`config.mk`:
```
export PLATFORM = sky130hd
export DESIGN_NAME = piso_serializer
export DESIGN_NICKNAME = d
export VERILOG_FILES = /design/src/rtl/piso_pkg.sv /design/src/rtl/piso_lane_shifter.sv /design/src/rtl/piso_serializer.sv
export SDC_FILE = /design/constraint.sdc
export NUM_CORES = 1
export LEC_CHECK = 0
export ABC_AREA = 1
export BUFFER_PORTS_ARGS = -buffer_cell sky130_fd_sc_hd__buf_2
export CELL_PAD_IN_SITES_DETAIL_PLACEMENT = 0
export CELL_PAD_IN_SITES_GLOBAL_PLACEMENT = 1
export CORE_MARGIN = 5
export CORE_UTILIZATION = 38
export DETAILED_ROUTE_END_ITERATION = 6
export GPL_ROUTABILITY_DRIVEN = 0
export PLACE_DENSITY = 0.73
export SLEW_MARGIN = 0
export SYNTH_ARGS = -nofsm -noshare
export SYNTH_HDL_FRONTEND = slang
export SYNTH_SLANG_ARGS = --single-unit
```
`constraint.sdc`:
```
create_clock -name clk -period 2.1 [get_ports clk]
set_input_delay 0.42 -clock clk [delete_from_list [all_inputs] [get_ports clk]]
set_output_delay 0.42 -clock clk [all_outputs]
set_load 0.05 [all_outputs]
```
`src/rtl/piso_pkg.sv`:
```
// piso_serializer shared helpers.
// Beat geometry and lane ordering.
package piso_pkg;

  typedef enum logic {
    SH_EMPTY = 1'b0,
    SH_FULL  = 1'b1
  } sh_state_t;

  function automatic int beats_of(
    input int dw,
    input int lanes
  );
    return dw / lanes;
  endfunction

  function automatic int cnt_width(
    input int beats
  );
    return (beats > 1) ? $clog2(beats) : 1;
  endfunction

  // Beat k maps to this lane slot of the word.
  function automatic int lane_idx(
    input int k,
    input int beats,
    input int lsb_first
  );
    return (lsb_first != 0) ? k : beats - 1 - k;
  endfunction

endpackage

```
`src/rtl/piso_lane_shifter.sv`:
```
// Shifter stage: word register, beat counter,
// lane select and last-beat flag.
module piso_lane_shifter
  import piso_pkg::*;
#(
  parameter int DATA_WIDTH = 16,
  parameter int LANES      = 1,
  parameter int LSB_FIRST  = 1
) (
  input  logic                  clk,
  input  logic                  resetn,
  input  logic                  load,
  input  logic [DATA_WIDTH-1:0] load_data,
  input  logic                  sout_ready,
  output logic [LANES-1:0]      sout,
  output logic                  sout_valid,
  output logic                  sout_last,
  output logic                  free_next
);

  localparam int BEATS = beats_of(DATA_WIDTH, LANES);
  localparam int CW    = cnt_width(BEATS);

  sh_state_t             st;
  logic [DATA_WIDTH-1:0] data;
  logic [CW-1:0]         cnt;
  logic [LANES-1:0]      lane;
  logic                  at_last;
  logic                  fire;

  assign sout_valid = (st == SH_FULL);
  assign at_last    = (cnt == CW'(BEATS - 1));
  assign fire       = sout_valid & sout_ready;
  assign free_next  = ~sout_valid | (fire & at_last);
  assign sout_last  = sout_valid & at_last;
  assign sout       = sout_valid ? lane : '0;

  always_comb begin
    lane = '0;
    for (int k = 0; k < BEATS; k++) begin
      if (cnt == CW'(k)) begin
        lane = data[lane_idx(k, BEATS, LSB_FIRST)*LANES +: LANES];
      end
    end
  end

  always_ff @(posedge clk) begin
    if (!resetn) begin
      st   <= SH_EMPTY;
      data <= '0;
      cnt  <= '0;
    end else if (load) begin
      st   <= SH_FULL;
      data <= load_data;
      cnt  <= '0;
    end else if (fire) begin
      if (at_last) begin
        st  <= SH_EMPTY;
        cnt <= '0;
      end else begin
        cnt <= cnt + CW'(1);
      end
    end
  end

endmodule

```
`src/rtl/piso_serializer.sv`:
```
// Parallel-in serial-out serializer with a
// one-word hold buffer for gapless streaming.
module piso_serializer
  import piso_pkg::*;
#(
  parameter int DATA_WIDTH = 16,
  parameter int LANES      = 1,
  parameter int LSB_FIRST  = 1
) (
  input  logic                  clk,
  input  logic                  resetn,
  input  logic [DATA_WIDTH-1:0] din,
  input  logic                  din_valid,
  output logic                  din_ready,
  output logic [LANES-1:0]      sout,
  output logic                  sout_valid,
  output logic                  sout_last,
  input  logic                  sout_ready,
  output logic                  busy
);

  if (DATA_WIDTH % LANES != 0) begin : g_bad_lanes
    $error("DATA_WIDTH must be a multiple of LANES");
  end

  logic                  hold_valid;
  logic [DATA_WIDTH-1:0] hold_data;
  logic                  acc;
  logic                  free_next;
  logic                  load;
  logic [DATA_WIDTH-1:0] load_data;

  assign din_ready = resetn & ~hold_valid;
  assign acc       = din_valid & din_ready;
  assign load      = free_next & (hold_valid | acc);
  assign load_data = hold_valid ? hold_data : din;
  assign busy      = sout_valid | hold_valid;

  always_ff @(posedge clk) begin
    if (!resetn) begin
      hold_valid <= 1'b0;
      hold_data  <= '0;
    end else if (hold_valid && free_next) begin
      hold_valid <= 1'b0;
    end else if (acc && !free_next) begin
      hold_valid <= 1'b1;
      hold_data  <= din;
    end
  end

  piso_lane_shifter #(
    .DATA_WIDTH (DATA_WIDTH),
    .LANES      (LANES),
    .LSB_FIRST  (LSB_FIRST)
  ) u_shifter (
    .clk        (clk),
    .resetn     (resetn),
    .load       (load),
    .load_data  (load_data),
    .sout_ready (sout_ready),
    .sout       (sout),
    .sout_valid (sout_valid),
    .sout_last  (sout_last),
    .free_next  (free_next)
  );

endmodule

```
After elaboration in Yosys (flattened, before gate mapping)
Cells that the tools add are included.
{"block": "classes", "add_sub_neg": 1, "eq_ne": 15, "muxes": 22, "bitwise_logic": 13, "reduce_logical": 10}
{"cell": "$eq 4x4->1 const B", "count": 8}
{"cell": "$mux 1", "count": 20}
{"cell": "$eq 4x3->1 const B", "count": 4}
{"cell": "$mux 16", "count": 1}
{"cell": "$eq 4x2->1 const B", "count": 2}
{"cell": "$and 1x1->1", "count": 6}
{"cell": "$add 4x1->4 const B", "count": 1}
{"cell": "$eq 4x1->1 const B", "count": 1}
{"cell": "$logic_not 4->1", "count": 1}
{"cell": "$mux 4", "count": 1}
{"cell": "$not 1->1", "count": 4}
{"cell": "$reduce_and 2->1", "count": 2}
{"cell": "$reduce_bool 2->1", "count": 2}
{"cell": "$reduce_or 2->1", "count": 2}
{"cell": "$or 1x1->1", "count": 3}
{"cell": "$logic_and 1x1->1", "count": 2}
{"cell": "$logic_not 1->1", "count": 1}
{"block": "word_totals", "register_bits": 38, "output_inout_bits": 5, "word_cells": 66}

Depth between registers and ports, before layout
Gate-level depths: netlist of run 1.
{"block": "logic_depth", "depth_word": 18, "depth_mapped": 20, "ltp_nobuf": 20}

Cells and area by module
A second synthesis of run 1 with hierarchy kept.
{"block": "hier_totals", "hier_cells": 300, "area_unflattened_um2": 1990.7}
{"module": "piso_lane_shifter", "n_inst": 1, "cells_per_inst": 150, "area_each_um2": 1032.2, "seq_area_each_um2": 420.4}
{"module": "piso_serializer", "n_inst": 1, "cells_per_inst": 150, "area_each_um2": 958.4, "seq_area_each_um2": 340.3}

Worst setup path after synthesis of run 1
Ideal clock, no wire load.
{"block": "synth_timing", "kind": "reg2out", "start": "reg u_shifter.cnt[0]", "end": "out sout", "t_arrival_ns": 2.061, "t_required_ns": 1.680, "slack_ns": -0.381, "stages_incl_launch_ff": 8, "n_path_buf": 0, "path_cell_list": "dfxtp_1 -> ha_1 -> inv_1 -> nor2_1 -> inv_1 -> nor2_1 -> nand2_1 -> nand2_1"}
{"block": "synth_between", "elab_chain_cells": 18, "elab_cells_between_ends": 33}
{"element": "from (decl)", "line": "piso_lane_shifter.sv:26", "rtl": "logic [CW-1:0] cnt;"}
{"element": "from (signal assigned)", "line": "piso_lane_shifter.sv:61", "rtl": "cnt <= cnt + CW'(1);"}
{"element": "$logic_not 4->1", "line": "piso_lane_shifter.sv:41", "rtl": "if (cnt == CW'(k)) begin"}
{"element": "$mux 1 (15 in series)", "line": "piso_lane_shifter.sv:41"}
{"element": "$mux 1 (*)", "line": "piso_lane_shifter.sv:41"}
{"element": "$mux 1 (*)", "line": "piso_lane_shifter.sv:36", "rtl": "assign sout = sout_valid ? lane : '0;"}
{"element": "to (decl)", "line": "piso_serializer.sv:15", "rtl": "output logic [LANES-1:0] sout,"}
Mark *: on every way between the ends. The rest lies on a longest branch, timed or not.

Final worst setup path of run 1
{"block": "layout_timing", "start": "reg u_shifter.cnt[1]", "end": "out sout"}
Same word-level chain as after synthesis.

==> results.sh, run 1 <==
export IMPL_start_kind="register"
export IMPL_rr_endpoint="u_shifter.cnt[0]$_SDFFE_PP0P_"
export IMPL_grt_max_degree=23
export IMPL_holdCritStartpoint="din[13]"
export IMPL_final_cells=370
export IMPL_ys_seq_area_frac=0.4072
export IMPL_stdcell_area_mm2=0.002354
export IMPL_cts_sinks=38
export IMPL_worstHoldEndpoint="hold_data[13]$_SDFFE_PN0P_"
export IMPL_synth_top_cells_by_count="nand2_1, dfxtp_1, a21oi_1, nand3_1, inv_1"
export IMPL_avgSynthCellArea_um2=7.076
export IMPL_p_per_area_mw_per_mm2=652.6
export IMPL_ys_warn_count=0
export IMPL_vias=1802
export IMPL_synthMostInstantiatedCell="nand2_1"
export IMPL_routed_via_density=4.870
export IMPL_yosys_top_cells_area="dfxtp_1, nand2_1, a21oi_1, nand3_1, a31oi_1"
export IMPL_hold_viol=0
export IMPL_synth_cell_types=26
export IMPL_globalRouteOverflowTotal=0
export IMPL_grt_total_usage=0.1653
export IMPL_maxCapViolCount=0
export IMPL_grt_pass1_wl_um=8142
export IMPL_final_min_clock_period_ns=2.422
export IMPL_wl_per_cell_um=13.26
export IMPL_irDropWorstVdd_v=0.0003579
export IMPL_totalWireLength_um=4905
export IMPL_grt_pass1_vias=1716
export IMPL_crit_type="register to output pin"
export IMPL_cts_made_buffers=5
export IMPL_worstReg2RegStart="u_shifter.cnt[0]$_SDFFE_PP0P_"
export IMPL_async_flop_share=0
export IMPL_outcome="complete, but fails checks"
export IMPL_synth_ff_type="dfxtp_1"
export IMPL_placed_area_mm2=0.002166
export IMPL_cp_end_kind="output pin"
export IMPL_final_setup_skew_ns=0.007041
export IMPL_clk_pin_slew_ns=0.08
export IMPL_worstRegToRegCells=10
export IMPL_yosysTopAreaCell="dfxtp_1"
export IMPL_postRouteAntennaNets=0
export IMPL_rows=25
export IMPL_fin_nets=326
export IMPL_slew_headroom=0.7864
export IMPL_worstHoldPathCells=3
export IMPL_clk_path_buf_depth=2
export IMPL_power_leakage_nw=0.9505
export IMPL_route_detailed_drc=0
export IMPL_dp_cells=362
export IMPL_critPathRequiredTime_ns=1.68
export IMPL_antenna_found_initial=0
export IMPL_ctsHtreeMaxLevel=2
export IMPL_drtIter0Drc=58
export IMPL_syn_nets=288
export IMPL_cp_arrival_ns=2.00
export IMPL_synth_seq_cells=38
export IMPL_initial_utilization=0.3929
export IMPL_cts_setup_buffers=0
export IMPL_crit_fanout=4
export IMPL_die_w_um=80.12
export IMPL_io_buffers=24
export IMPL_reg2reg_setup_slack_ns=0.17
export IMPL_die_area_mm2=0.006418
export IMPL_clk_latency_ns=0.29
export IMPL_synth_top_area_share=0.4072
export IMPL_layout_drive_gt1_share=0.2673
export IMPL_fin_crit_sh=1.154
export IMPL_drtPass1Iterations=5
export IMPL_drv_slew=0
export IMPL_violations="setup timing"
export IMPL_worst_slack_ns=-0.3224
export IMPL_synthToLayoutAreaGrowth_pct=25.99
export IMPL_core_area_mm2=0.004755
export IMPL_min_path_type="input pin to register"
export IMPL_postSynthCellCount=264
export IMPL_synth_edf_count=0
export IMPL_rsz0062_at_grt="true"
export IMPL_num_io_pins=25
export IMPL_cts_tree="built"
export IMPL_clockRootBuffer="clkbuf_8"
export IMPL_antenna_cells=0
export IMPL_finalPower_w=0.001536
export IMPL_netlist_area_mm2=0.001868
export IMPL_place_hpwl_um=3513
export IMPL_postCtsHoldBufs=0
export IMPL_setup_viol_count_final=1
export IMPL_die_height_um=80.12
export IMPL_fmax_mhz=412.8
export IMPL_tightest_slew_ns=0.3196
-- state kept, by name, summed over array words and instances, names as in the netlist --
register              count
u_shifter.cnt             4
u_shifter.sout_valid      1
hold_data                16
hold_valid                1
u_shifter.data           16
-- repair_timing --
item | CTS | global route
gates resized for setup | 23 | 5
pin swaps | 4 | 3
endpoints found under the setup margin | 2 | 3
-- power breakdown --
| group | internal [W] | switching [W] |
|---|---|---|
| clock network | 0.000264 | 0.000269 |
| registers | 0.000755 | 0.0000261 |
| logic | 0.0000853 | 0.000136 |
| total | 0.00110 | 0.000432 |
-- stage by stage --
stage               hold WS [ns]    util  setup TNS [ns]  setup slack, ns
global placement          0.4373  0.4555         -0.1661          -0.1661
global route              0.3888  0.4950         -0.6044          -0.5816
detailed placement        0.4417  0.4555         -0.1905          -0.1905
floorplan                 0.4246       -        -0.03851         -0.03851
CTS                       0.3902  0.4918         -0.3614          -0.3614
finish                    0.3992  0.4950         -0.3224          -0.3224
-- layout by cell type (no fill, tap or decap), drive strengths merged --
| cell | instances |
|---|---|
| and3 | 1 |
| nor3 | 5 |
| a211oi | 1 |
| nand2 | 81 |
| ha | 4 |
| or2 | 1 |
| clkinvlp | 1 |
| inv | 19 |
| a41oi | 1 |
| buf | 45 |
| clkbuf | 6 |
| a21oi | 23 |
| nor2 | 16 |
| dfxtp | 38 |
| nand4 | 1 |
| a31oi | 15 |
| nor4 | 2 |
| o21ai | 20 |
| clkinv | 2 |
| nand3 | 21 |
-- cells by family after synthesis --
logic type,Yosys count,synth area share
adder cells (fa/ha/maj),4,0.02679
AND/OR/NAND/NOR,128,0.3054
AO/OA/AOI/OAI,60,0.1742
buffers and inverters,34,0.08640
flip-flops,38,0.4072
-- area by class of cell --
class | instances | area [um^2]
Clock buffer | 6 | 82.58
Clock inverter | 2 | 12.51
Fill cell | 520 | 2401
Inverter | 20 | 85.08
Multi-Input combinational cell | 192 | 1020
Sequential cell | 38 | 769.5
Tap cell | 67 | 83.83
Timing Repair Buffer | 45 | 300.3
-- layer usage --
layer,share of wire,wire length [um],track usage,vias up
met2,0.48,2374,0.2806,30
met1,0.47,2303,0.2048,809
met4,0.0077,38,0.04561,0
li1,-,-,-,959
met5,0,0,0,-
met3,0.039,189,0.04484,4
-- worst max path at each step --
| stage | startpoint | to | depth (start not counted) |
|---|---|---|---|
| detailed placement | u_shifter.cnt[0]$_SDFFE_PP0P_ | sout | 20 |
| finish | u_shifter.cnt[1]$_SDFFE_PP0P_ | sout | 20 |
| global placement | u_shifter.cnt[1]$_SDFFE_PP0P_ | sout | 14 |
| floorplan | u_shifter.cnt[0]$_SDFFE_PP0P_ | sout | 7 |
| global route | u_shifter.cnt[1]$_SDFFE_PP0P_ | sout | 20 |
| CTS | u_shifter.cnt[0]$_SDFFE_PP0P_ | sout | 21 |
-- critical path: stages (launching register included) --
cell,delay [ns]
dfxtp_4,0.37
buf_4,0.14
ha_4,0.17
inv_2,0.05
nand3_1,0.07
nand2_1,0.06
nand2_1,0.05
nand2_1,0.06
nand2_1,0.04
nand2_1,0.05
nand2_1,0.04
nand2_1,0.05
nand2_1,0.04
nand2_1,0.05
nand2_1,0.04
nand2_1,0.05
nand2_1,0.04
nand2_1,0.06
nand2_1,0.06
nand2_2,0.07
buf_8,0.14
Power figures use the tool's default switching activity.
==> run 2: changes to the inputs <==
--- a/config.mk
+++ b/config.mk
@@ -8,7 +8,8 @@
 export ABC_AREA = 1
 export BUFFER_PORTS_ARGS = -buffer_cell sky130_fd_sc_hd__buf_2
+export CAP_MARGIN = 20
 export CELL_PAD_IN_SITES_DETAIL_PLACEMENT = 0
 export CELL_PAD_IN_SITES_GLOBAL_PLACEMENT = 1
-export CORE_MARGIN = 5
+export CORE_MARGIN = 1.5
 export CORE_UTILIZATION = 38
 export DETAILED_ROUTE_END_ITERATION = 6
==> constraint.sdc (replaced) <==
create_clock -name clk -period 2.1 [get_ports clk]
set_input_delay 0.21 -clock clk [delete_from_list [all_inputs] [get_ports clk]]
set_output_delay 0.21 -clock clk [all_outputs]
set_load 0.05 [all_outputs]
==> results.sh, run 2 (same netlist as run 1, synthesis figures left out) <==
export IMPL_path_common_cell="nand2_1"
export IMPL_grt_total_usage=0.1958
export IMPL_ctsHtreeMaxLevel=2
export IMPL_cts_made_buffers=5
export IMPL_path_delay_family="simple AND/OR/NAND/NOR gates"
export IMPL_initial_utilization=0.3955
export IMPL_die_height_um=73.12
export IMPL_vias=1756
export IMPL_violations="setup timing"
export IMPL_stdcell_area_mm2=0.002256
export IMPL_fin_nets=318
export IMPL_rr_endpoint="hold_data[1]$_SDFFE_PN0P_"
export IMPL_reg_top3="hold_data (16), u_shifter.data (16), u_shifter.cnt (4)"
export IMPL_totalWireLength_um=4657
export IMPL_layout_drive_gt1_share=0.2271
export IMPL_wl_per_cell_um=12.86
export IMPL_place_hpwl_um=3298
export IMPL_layout_common_cells="nand2_1, dfxtp_1, a21oi_1, buf_2, nand3_1"
export IMPL_cts_tree="built"
export IMPL_worstRegToRegCells=8
export IMPL_postRouteAntennaNets=0
export IMPL_tightest_slew_ns=0.4061
export IMPL_slew_headroom=0.7289
export IMPL_worstHoldEndpoint="hold_data[14]$_SDFFE_PN0P_"
export IMPL_rows=25
export IMPL_grt_max_degree=20
export IMPL_final_setup_skew_ns=0.004589
export IMPL_outcome="complete, but fails checks"
export IMPL_grt_pass1_vias=1657
export IMPL_clockRootBuffer="clkbuf_8"
export IMPL_antenna_cells=0
export IMPL_synthToLayoutAreaGrowth_pct=20.76
export IMPL_drtIter0Drc=56
export IMPL_placed_area_mm2=0.002081
export IMPL_fmax_mhz=449.4
export IMPL_final_seq_area_um2=768.2
export IMPL_reg2reg_setup_slack_ns=0.27
export IMPL_drv_slew=0
export IMPL_io_buffers=24
export IMPL_route_detailed_drc=0
export IMPL_setup_viol_count_final=1
export IMPL_worst_slack_ns=-0.1253
export IMPL_hold_ws_ns=0.1969
export IMPL_worstReg2RegStart="u_shifter.cnt[1]$_SDFFE_PP0P_"
export IMPL_critPathBufInv=2
export IMPL_antenna_found_initial=0
export IMPL_min_path_type="input pin to register"
export IMPL_final_min_clock_period_ns=2.225
export IMPL_core_area_mm2=0.004723
export IMPL_postCtsHoldBufs=0
export IMPL_rsz0062_at_grt="true"
export IMPL_p_per_area_mw_per_mm2=666.2
export IMPL_preCtsSetupSlack_ns=0.02419
export IMPL_drtPass1Iterations=4
export IMPL_cts_sinks=38
export IMPL_setup_tns_ns=-0.1253
export IMPL_die_area_mm2=0.005346
export IMPL_start_kind="register"
export IMPL_critPathRequiredTime_ns=1.89
export IMPL_maxCapViolCount=0
export IMPL_crit_type="register to output pin"
export IMPL_power_leakage_nw=0.8960
export IMPL_clk_latency_ns=0.28
export IMPL_final_common_cell="nand2_1"
export IMPL_cpPeakStageDelay_ns=0.38
export IMPL_multi_input_area_mm2=0.001006
export IMPL_crit_fanout=5
export IMPL_slowest_stage="dfxtp_4"
export IMPL_hold_viol=0
export IMPL_holdCritStartpoint="din[14]"
export IMPL_globalRouteOverflowTotal=0
export IMPL_worstHoldPathCells=3
export IMPL_die_w_um=73.12
export IMPL_num_io_pins=25
export IMPL_grt_pass1_wl_um=7983
export IMPL_clk_path_buf_depth=2
export IMPL_routed_via_density=4.851
export IMPL_fillers=498
export IMPL_cp_arrival_ns=2.02
export IMPL_irDropWorstVdd_v=0.0003954
export IMPL_worstPathCellList="ha_4 -> buf_4 -> a21oi_1 -> nand2_1 -> nand2_1 -> nand2_1 -> nand2_1 -> nand2_1 -> nand2_1 -> nand2_1 -> nand2_1 -> nand2_1 -> nand2_1 -> nand2_1 -> nand2_1 -> nand2_1 -> nand2_1 -> nand2_1 -> buf_6"
export IMPL_cp_end_kind="output pin"
export IMPL_clk_pin_slew_ns=0.07
export IMPL_fin_crit_sh=1.060
## run 2: final cells by class
class / count / share of cell area
clock inverters: 1 / 0.002219
flip-flops and latches: 38 / 0.3405
repair buffers: 37 / 0.09928
clock buffers: 7 / 0.03827
well taps: 67 / 0.03716
inverters: 20 / 0.03661
multi-input cells: 192 / 0.4459
## run 2: how the worst max path moves through the flow
stage / from / end / cells after the start
2_1_floorplan: u_shifter.cnt[0]$_SDFFE_PP0P_ / sout / 19
3_3_place_gp: u_shifter.cnt[0]$_SDFFE_PP0P_ / sout / 20
3_5_place_dp: u_shifter.cnt[1]$_SDFFE_PP0P_ / sout / 18
4_1_cts: u_shifter.cnt[1]$_SDFFE_PP0P_ / sout / 21
5_1_grt: u_shifter.cnt[1]$_SDFFE_PP0P_ / sout / 19
6_report: u_shifter.cnt[1]$_SDFFE_PP0P_ / sout / 19
## run 2: worst min-delay path, delay by kind of cell
| family | cells | cell delay [ns] |
|---|---|---|
| buf+inv | 1 | 0.10 |
| simple gates | 1 | 0.07 |
| compound gates | 1 | 0.05 |
## run 2: repair_timing
item	4_1_cts	5_1_grt
pin swaps	3	1
buffers inserted	1	0
gates cloned	0	0
resized for setup	13	9
endpoints found under the setup margin	1	1
## run 2: routing by layer
metal	GRT usage	up-vias	part of all wire
li1	-	937	-
met1	0.2600	789	0.50
met2	0.3162	24	0.47
met3	0.04420	6	0.023
met4	0.05870	0	0.012
met5	0	-	0
## run 2: where the power goes
group	switching, W	internal [W]
Combinational	0.000134	0.0000792
Clock	0.000245	0.000265
Sequential	0.0000254	0.000755
Total	0.000404	0.00110
## run 2: metrics by stage
step | total power (W) | instances | utilization
6_report | 0.001503 | 362 | 0.4776
5_1_grt | 0.001580 | 362 | 0.4776
4_1_cts | 0.001522 | 362 | 0.4676
3_5_place_dp | 0.001002 | 353 | 0.4405
3_3_place_gp | 0.001003 | 353 | 0.4405
2_1_floorplan | 0.0009316 | 264 | -
